$ cat src/rtl/sys_pkg.sv
// Shared constants and types for the register read-back responder.
// Frame layout is a header byte followed by the register word, LSB first.
package sys_pkg;

    localparam int unsigned REG_W       = 32;
    localparam int unsigned REG_BYTES   = REG_W / 8;
    localparam int unsigned FRAME_BYTES = REG_BYTES + 1;
    localparam logic [7:0]  ERR_HDR     = 8'hFF;

    typedef enum logic [0:0] {
        StIdle,
        StSend
    } state_e;

endpackage

$ cat src/rtl/sys_byte_serializer.sv
// Loads a {data, header} frame and emits it byte-wise, LSB first, over valid/ready.
// All outputs are registered; done pulses for one cycle after the final byte transfers.
module sys_byte_serializer
    import sys_pkg::*;
#(
    parameter int unsigned NBYTES = FRAME_BYTES
) (
    input  logic                  clk,
    input  logic                  rst_n,
    input  logic                  load,
    input  logic [8*NBYTES-1:0]   frame,
    input  logic                  tx_ready,
    output logic [7:0]            tx_data,
    output logic                  tx_valid,
    output logic                  busy,
    output logic                  done
);

    localparam int unsigned    CW   = $clog2(NBYTES);
    localparam logic [CW-1:0]  LAST = CW'(NBYTES - 1);

    state_e              state;
    logic [8*NBYTES-1:0] shreg;
    logic [CW-1:0]       count;

    always_ff @(posedge clk or negedge rst_n) begin
        if (!rst_n) begin
            state    <= StIdle;
            shreg    <= '0;
            count    <= '0;
            tx_data  <= '0;
            tx_valid <= 1'b0;
            busy     <= 1'b0;
            done     <= 1'b0;
        end else begin
            done <= 1'b0;
            case (state)
                StIdle: begin
                    if (load) begin
                        shreg    <= frame;
                        count    <= '0;
                        tx_data  <= frame[7:0];
                        tx_valid <= 1'b1;
                        busy     <= 1'b1;
                        state    <= StSend;
                    end
                end
                StSend: begin
                    if (tx_valid && tx_ready) begin
                        if (count == LAST) begin
                            state    <= StIdle;
                            tx_valid <= 1'b0;
                            busy     <= 1'b0;
                            tx_data  <= '0;
                            done     <= 1'b1;
                        end else begin
                            // Shift so the next byte always sits in bits [15:8].
                            count   <= count + 1'b1;
                            tx_data <= shreg[15:8];
                            shreg   <= shreg >> 8;
                        end
                    end
                end
                default: state <= StIdle;
            endcase
        end
    end

endmodule

$ cat src/rtl/sys_readback.sv
// Host register read-back responder: decodes a read address, snapshots the addressed
// register and returns it as a 5-byte frame through the byte serializer.
module sys_readback
    import sys_pkg::*;
#(
    parameter int unsigned NUM_REGS   = 8,
    parameter int unsigned BASE_ADDR  = 0,
    parameter int unsigned DATA_BYTES = 4
) (
    input  logic                      i_clk,
    input  logic                      i_rst_n,
    input  logic                      i_read,
    input  logic [7:0]                i_addr,
    input  logic [REG_W*NUM_REGS-1:0] i_reg_data,
    output logic                      o_busy,
    output logic [7:0]                o_tx_data,
    output logic                      o_tx_valid,
    input  logic                      i_tx_ready,
    output logic                      o_done
);

    localparam int unsigned FB     = DATA_BYTES + 1;
    localparam logic [8:0]  LO_ADR = 9'(BASE_ADDR);
    localparam logic [8:0]  NREG   = 9'(NUM_REGS);

    logic [8:0]       offset;
    logic             in_range;
    logic [7:0]       hdr;
    logic [REG_W-1:0] snap;
    logic [8*FB-1:0]  frame;
    logic             accept;
    logic             busy;

    // A 9-bit difference exposes the borrow, so addresses below the base never wrap
    // into a valid index.
    always_comb begin
        offset   = {1'b0, i_addr} - LO_ADR;
        in_range = !offset[8] && (offset < NREG);
        hdr      = ERR_HDR;
        snap     = '0;
        if (in_range) begin
            hdr = i_addr;
            for (int k = 0; k < NUM_REGS; k++) begin
                if (offset[7:0] == 8'(k)) begin
                    snap = i_reg_data[REG_W*k +: REG_W];
                end
            end
        end
    end

    assign frame  = {snap, hdr};
    assign accept = i_read && !busy;
    assign o_busy = busy;

    sys_byte_serializer #(
        .NBYTES (FB)
    ) u_ser (
        .clk      (i_clk),
        .rst_n    (i_rst_n),
        .load     (accept),
        .frame    (frame),
        .tx_ready (i_tx_ready),
        .tx_data  (o_tx_data),
        .tx_valid (o_tx_valid),
        .busy     (busy),
        .done     (o_done)
    );

endmodule

$ cat config.mk
export PLATFORM = sky130hd
export DESIGN_NAME = sys_readback
export DESIGN_NICKNAME = d
export VERILOG_FILES = /design/src/rtl/sys_pkg.sv /design/src/rtl/sys_byte_serializer.sv /design/src/rtl/sys_readback.sv
export SDC_FILE = /design/constraint.sdc
export NUM_CORES = 1
export LEC_CHECK = 0
export ABC_CLOCK_PERIOD_IN_PS = 1400
export BUFFER_PORTS_ARGS = -buffer_cell sky130_fd_sc_hd__buf_2
export CORE_MARGIN = 2
export CORE_UTILIZATION = 40
export DETAILED_ROUTE_END_ITERATION = 10
export MAX_ROUTING_LAYER = met4
export PLACE_DENSITY_LB_ADDON = 0.3
export SLEW_MARGIN = 25
export SYNTH_ARGS = -nofsm -noshare
export SYNTH_HDL_FRONTEND = slang
export SYNTH_SLANG_ARGS = --single-unit
$ cat constraint.sdc
create_clock -name i_clk -period 1.4 [get_ports i_clk]
set_input_delay 0.21 -clock i_clk [delete_from_list [all_inputs] [get_ports i_clk]]
set_output_delay 0.21 -clock i_clk [all_outputs]
set_load 0.02 [all_outputs]
# After elaboration in Yosys (flattened, before gate mapping)
# Index checks and enable logic that the tools add are counted.
[word_totals]
register_bits = 54
word_cells = 61
[op_classes]
order_cmp = 1
n_reduce_logical = 7
n_addsub = 1
bitwise_logic = 1
eq_ne = 12
muxes = 33
[op_table]
columns = ["cell", "n"]
rows = [
  ["2-to-1 mux 32 bit", 9],
  ["2-to-1 mux 40 bit", 3],
  ["one-hot mux 40 bit (2 select lines)", 1],
  ["equality test 8 x 3 -> 1 bit (second input constant)", 4],
  ["2-to-1 mux 8 bit", 4],
  ["equality test 8 x 2 -> 1 bit (second input constant)", 2],
  ["one-hot mux 8 bit (2 select lines)", 1],
  ["2-to-1 mux 1 bit", 9],
  ["2-to-1 mux 3 bit", 3],
  ["equality test 8 x 1 -> 1 bit (second input constant)", 1],
  ["logical NOT 8 bit", 1],
  ["less-than comparator 8 x 4 -> 1 bit (second input constant)", 1],
  ["inequality test 2 bit (second input constant)", 4],
  ["one-hot mux 3 bit (2 select lines)", 1],
  ["AND reduction 3 bit", 2],
  ["one-hot mux 1 bit (2 select lines)", 2],
  ["adder 3 x 1 -> 3 bit (second input constant)", 1],
  ["equality test 3 bit (second input constant)", 1],
  ["logical AND 1 bit", 2],
  ["AND reduction 2 bit", 1],
  ["logical NOT 1 bit", 1],
  ["NOT 1 bit", 1],
]

# Longest topological paths before layout
[depth]
depth_word = 12
depth_mapped = 8

# By module
# Synthesis repeated with hierarchy kept, for this count alone.
[unflattened]
hier_cells = 580
hier_area_um2 = 4767.1
[by_module_without_submodules]
columns = ["mod", "area_each_um2", "instances", "seq_area_each_um2", "cells_each"]
rows = [
  ["sys_readback", 2633.8, 1, 0.0, 391],
  ["sys_byte_serializer", 2133.3, 1, 1151.1, 189],
]

# Least setup slack after synthesis
# Ideal clock, no wire load.
[synth_path]
kind = "register to register"
start = "register u_ser.tx_valid"
end = "register u_ser.shreg[18]"
stages_incl_launch_ff = 6
arrival_time_ns = 1.563
period_less_slack_ns = 1.634
slack_ns = -0.234
path_buffers = 1
cell_sequence = "dfrtp_1 -> nor3b_4 -> nand3_2 -> clkbuf_1 -> a221o_1 -> nand4_1"
[synth_via]
elab_chain_cells = 4
[synth_rtl]
columns = ["item", "line_no", "rtl"]
rows = [
  ["from (decl)", "sys_byte_serializer.sv:14", "output logic tx_valid,"],
  ["from (signal assigned)", "sys_byte_serializer.sv:32", "tx_valid <= 1'b0;"],
  ["from (signal assigned)", "sys_byte_serializer.sv:43", "tx_valid <= 1'b1;"],
  ["from (signal assigned)", "sys_byte_serializer.sv:52", "tx_valid <= 1'b0;"],
  ["logical NOT 1 bit", "-", ""],
  ["logical AND 1 bit", "-", ""],
  ["inequality test 2 bit (no source line)", "-", ""],
  ["AND reduction 3 bit (no source line) (*)", "-", ""],
  ["to (signal assigned)", "sys_byte_serializer.sv:40", "shreg <= frame;"],
  ["to (signal assigned)", "sys_byte_serializer.sv:60", "shreg <= shreg >> 8;"],
  ["to (decl)", "sys_byte_serializer.sv:23", "logic [8*NBYTES-1:0] shreg;"],
]
# Mark *: on every way between the ends. The rest lies on a longest branch, timed or not.
# A chain may end at the register's enable or synchronous reset.

# Worst setup path after layout
[layout_path]
start = "register u_ser.tx_valid"
end = "register u_ser.shreg[13]"
# The elaborated chain is that of the path after synthesis.

==> flow_summary.yaml <==
cells_and_area:
  stdcell_area_um2: 6790
  nFillCells: 981
  nets: 1154
  fin_util: 0.623
  area_growth_pct: 51.4
  stdcell_count: 1027
  drive_above_1_share: 0.492
floorplanning:
  die_area_um2: 12100
  die-width_um: 110
  rows: 38
  start_util: 0.412
  io_pins: 279
  core-area_um2: 10900
  die_h_um: 110
setup_path:
  critPathKind: "register to register"
  cp_max_fo: 20
  timing.rr.start: "u_ser.tx_valid$_DFFE_PN0P_"
  cp.depth: 5
  r2r_setup_slack_ns: -0.14
  crit_end: "u_ser.shreg[13]$_DFFE_PN0P_"
  cpPeakStageDelay_ns: 0.44
  cp.required_ns: 1.64
  crit_start: "u_ser.tx_valid$_DFFE_PN0P_"
  reg2reg_depth: 5
  endpoint_kind: "register"
  path_buf_inv: 1
  critPathLaunchType: "register"
  r2r-end: "u_ser.shreg[13]$_DFFE_PN0P_"
  crit_slowest_cell: "dfrtp_2"
  arrival_ns: 1.78
  crit_chain: "nor3b_4, nand3_4, buf_12, a221o_1, nand4_1"
  critPathTopFamily: "simple AND/OR/NAND/NOR gates"
synthesis:
  ys_seq_elements: 46
  synth_top_area_cell: "dfrtp_1"
  synth-xor-area-share: 0.00195
  yosysSeqAreaShare: 0.257
  syn_area_um2: 4480
  synth-edff-count: 0
  synth-simple-area-share: 0.228
  synth_top_area_frac: 0.257
  synth_flop_cell: "dfrtp_1"
  synthAdderAreaFrac: 0.00558
  synth.area.top_cells: "dfrtp_1 (26%), a221o_1 (6.5%), mux2i_1 (6.3%), nand2_1 (5.8%), a21oi_1 (4.8%)"
  syn_inst: 564
  synth-compound-area-share: 0.283
  synthDistinctLibCells: 48
  avgSynthCellArea_um2: 7.95
  synthMuxAreaShare: 0.130
  synth_nets: 834
  yosysWarnings: 0
  async_reset_ff_frac: 1.00
  synth_top_family_by_area: "compound AO/OA/AOI/OAI gates"
min_path:
  min_from: "i_reg_data[253]"
  min_path_type: "input pin to register"
place:
  place_inst: 1006
  dp_hpwl_mm: 15.4
  port-buffer-count: 278
  gp_congestion: 1.02
  placed_area_um2: 6470
power_and_ir_drop:
  ir_drop_v: 0.000726
  p_per_area_nw_per_um2: 759
  p_leak_nw: 3.45
clock_tree:
  clk_latency_ns: 0.31
  clk_pin_slew_worst_paths_ns: 0.09
  htreeDepth: 2
  cts_buffers: 5
  tritoncts: "built"
  clk_path_buf_depth: 2
  clock_sinks: 46
  cts_root_buf: "clkbuf_8"
detailed_routing:
  highest_layer: "met4"
  wl_per_cell_um: 18.4
  vias: 5837
  drtIter0Drc: 434
  met2_wirelength_mm: 9.66
  ant_nets: 0
  firstDrtPassIters: 5
  vias_per_cell: 5.68
  dr_wl_met3_mm: 1.13
  wirelength_mm: 18.9
  drcViolationCount: 0
  met1Wirelength_mm: 7.56
global_route:
  gr-total-overflow: 0
  grt_first_pass_wirelength_mm: 28.2
  grt_usage: 0.311
  grt_max_degree: 47
  grt_pass1_vias: 5686
  antenna_found_initial: 2
timing:
  setup_ws_ns: -0.145
  report.final.slew_viol_count: 0
  min_period_ns: 1.54
  relSlewSlack: 0.685
  fmax_mhz: 647
  rsz0062_at_grt: "true"
  setup_viol: 37
  finClkSkew_ns: 0.00617
  fin_crit_sh: 1.10
  final_hold_viol_count: 0
  tightest_slew_ns: 0.473
outcome:
  violations: "negative setup slack"
  status: "finished with violations"
job:
  max-cap-violations: 0
[placed cells by master, fill, tap and decap left out, types with 7 or more instances in the layout]
cell type  synthesis  layout
buf_12             0      12
nand4_1           16      16
nor2_1            43      40
buf_2             17     278
dfrtp_1           46      44
nand2_1           69      67
inv_1             23      21
o21ai_0           38      36
a22oi_1           13      13
a21oi_2            1       7
mux2_2            15      15
a221o_1           29      29
buf_4              8      64
mux2i_1           28      28
nor2b_1           17      17
buf_6             11       8
a21oi_1           43      36
o22ai_2            7       7
o221ai_1          17      16
and3_1             8       7
o22ai_1           10      10
nand3_1           41      40
[cell usage after synthesis, types with 8 or more instances]
cell type	count
nand2_1	69
and3_1	8
inv_1	23
buf_2	17
a221o_1	29
o21ai_0	38
nor2_1	43
mux2i_1	28
nand4_1	16
mux2_2	15
a22oi_1	13
buf_6	11
o22ai_1	10
buf_4	8
nand3_1	41
dfrtp_1	46
clkbuf_1	14
o221ai_1	17
nor2b_1	17
a21oi_1	43
[through the flow]
step                      TNS (ns)  total power [mW]  hold slack, ns  setup slack, ns
final                        -3.49              5.15           0.209           -0.145
after detailed placement     -6.95              4.04           0.184           -0.259
after floorplan              -3.62              2.95         -0.0856           -0.155
after global placement       -6.05              3.99           0.174           -0.239
after global routing         -5.75              5.47           0.241           -0.202
after CTS                    -4.25              5.01           0.203           -0.148
[cell families after synthesis]
logic type                 Yosys count
DFF                                 46
AOI/OAI and AO/OA                  178
muxes                               49
and+or+nand+nor                    212
buffers and inverters               76
xor gates and xnor gates             1
adders and majority gates            2
[layer usage]
layer / global-route usage / up-vias
met5: - / -
met1: 0.364 / 2740
met3: 0.0308 / 45
met2: 0.549 / 308
met4: 0.115 / 0
li1: - / 2744
[registers in the layout, summed over array words and instances, names as in the netlist]
name and flops:
u_ser.done 1, u_ser.shreg 32, u_ser.state 1, u_ser.count 3, u_ser.tx_valid 1, u_ser.tx_data 8
[power breakdown]
group | internal, mW | switching [mW] | leakage (nW)
clock | 0.347 | 0.462 | 0.0450
sequential | 1.54 | 0.173 | 0.620
combinational | 1.26 | 1.36 | 2.78
total | 3.15 | 2.00 | 3.45
[how the worst min path moves through the flow]
stage                     cells after the start                      endpoint  slack [ns]
after floorplan                               0    u_ser.count[0]$_DFFE_PN0P_       -0.09
after global placement                        1  u_ser.tx_data[7]$_DFFE_PN0P_        0.17
after detailed placement                      1  u_ser.tx_data[3]$_DFFE_PN0P_        0.18
after CTS                                     3   u_ser.shreg[37]$_DFFE_PN0P_        0.20
after global routing                          3   u_ser.shreg[37]$_DFFE_PN0P_        0.24
final                                         3   u_ser.shreg[37]$_DFFE_PN0P_        0.21
[repair_timing]
item | 4_1_cts | 5_1_grt
buffers inserted | 6 | 4
setup endpoints to repair | 41 | 43
endpoints found under the hold margin | 15 | 0
hold buffers | 1 | 0
gates cloned | 0 | 1
gates resized for setup | 22 | 15
pin swaps | 7 | 10
[area by class of cell]
| class | instances | area (um2) | area share |
|---|---|---|---|
| multi-input combinational | 443 | 3060 | 0.451 |
| antenna | 2 | 5.00 | 0.000738 |
| tap | 140 | 175 | 0.0258 |
| clock buffer | 6 | 72.6 | 0.0107 |
| timing repair buffer | 363 | 2210 | 0.326 |
| clock inverter | 2 | 10.0 | 0.00148 |
| sequential | 46 | 1150 | 0.170 |
| inverter | 25 | 98.8 | 0.0146 |
[worst reg2reg max path, stage by stage (launching register included)]
cell and delay (ns):
dfrtp_2 0.44, nor3b_4 0.27, nand3_4 0.18, buf_12 0.20
a221o_1 0.31, nand4_1 0.08
(Power assumes the default switching activity.)
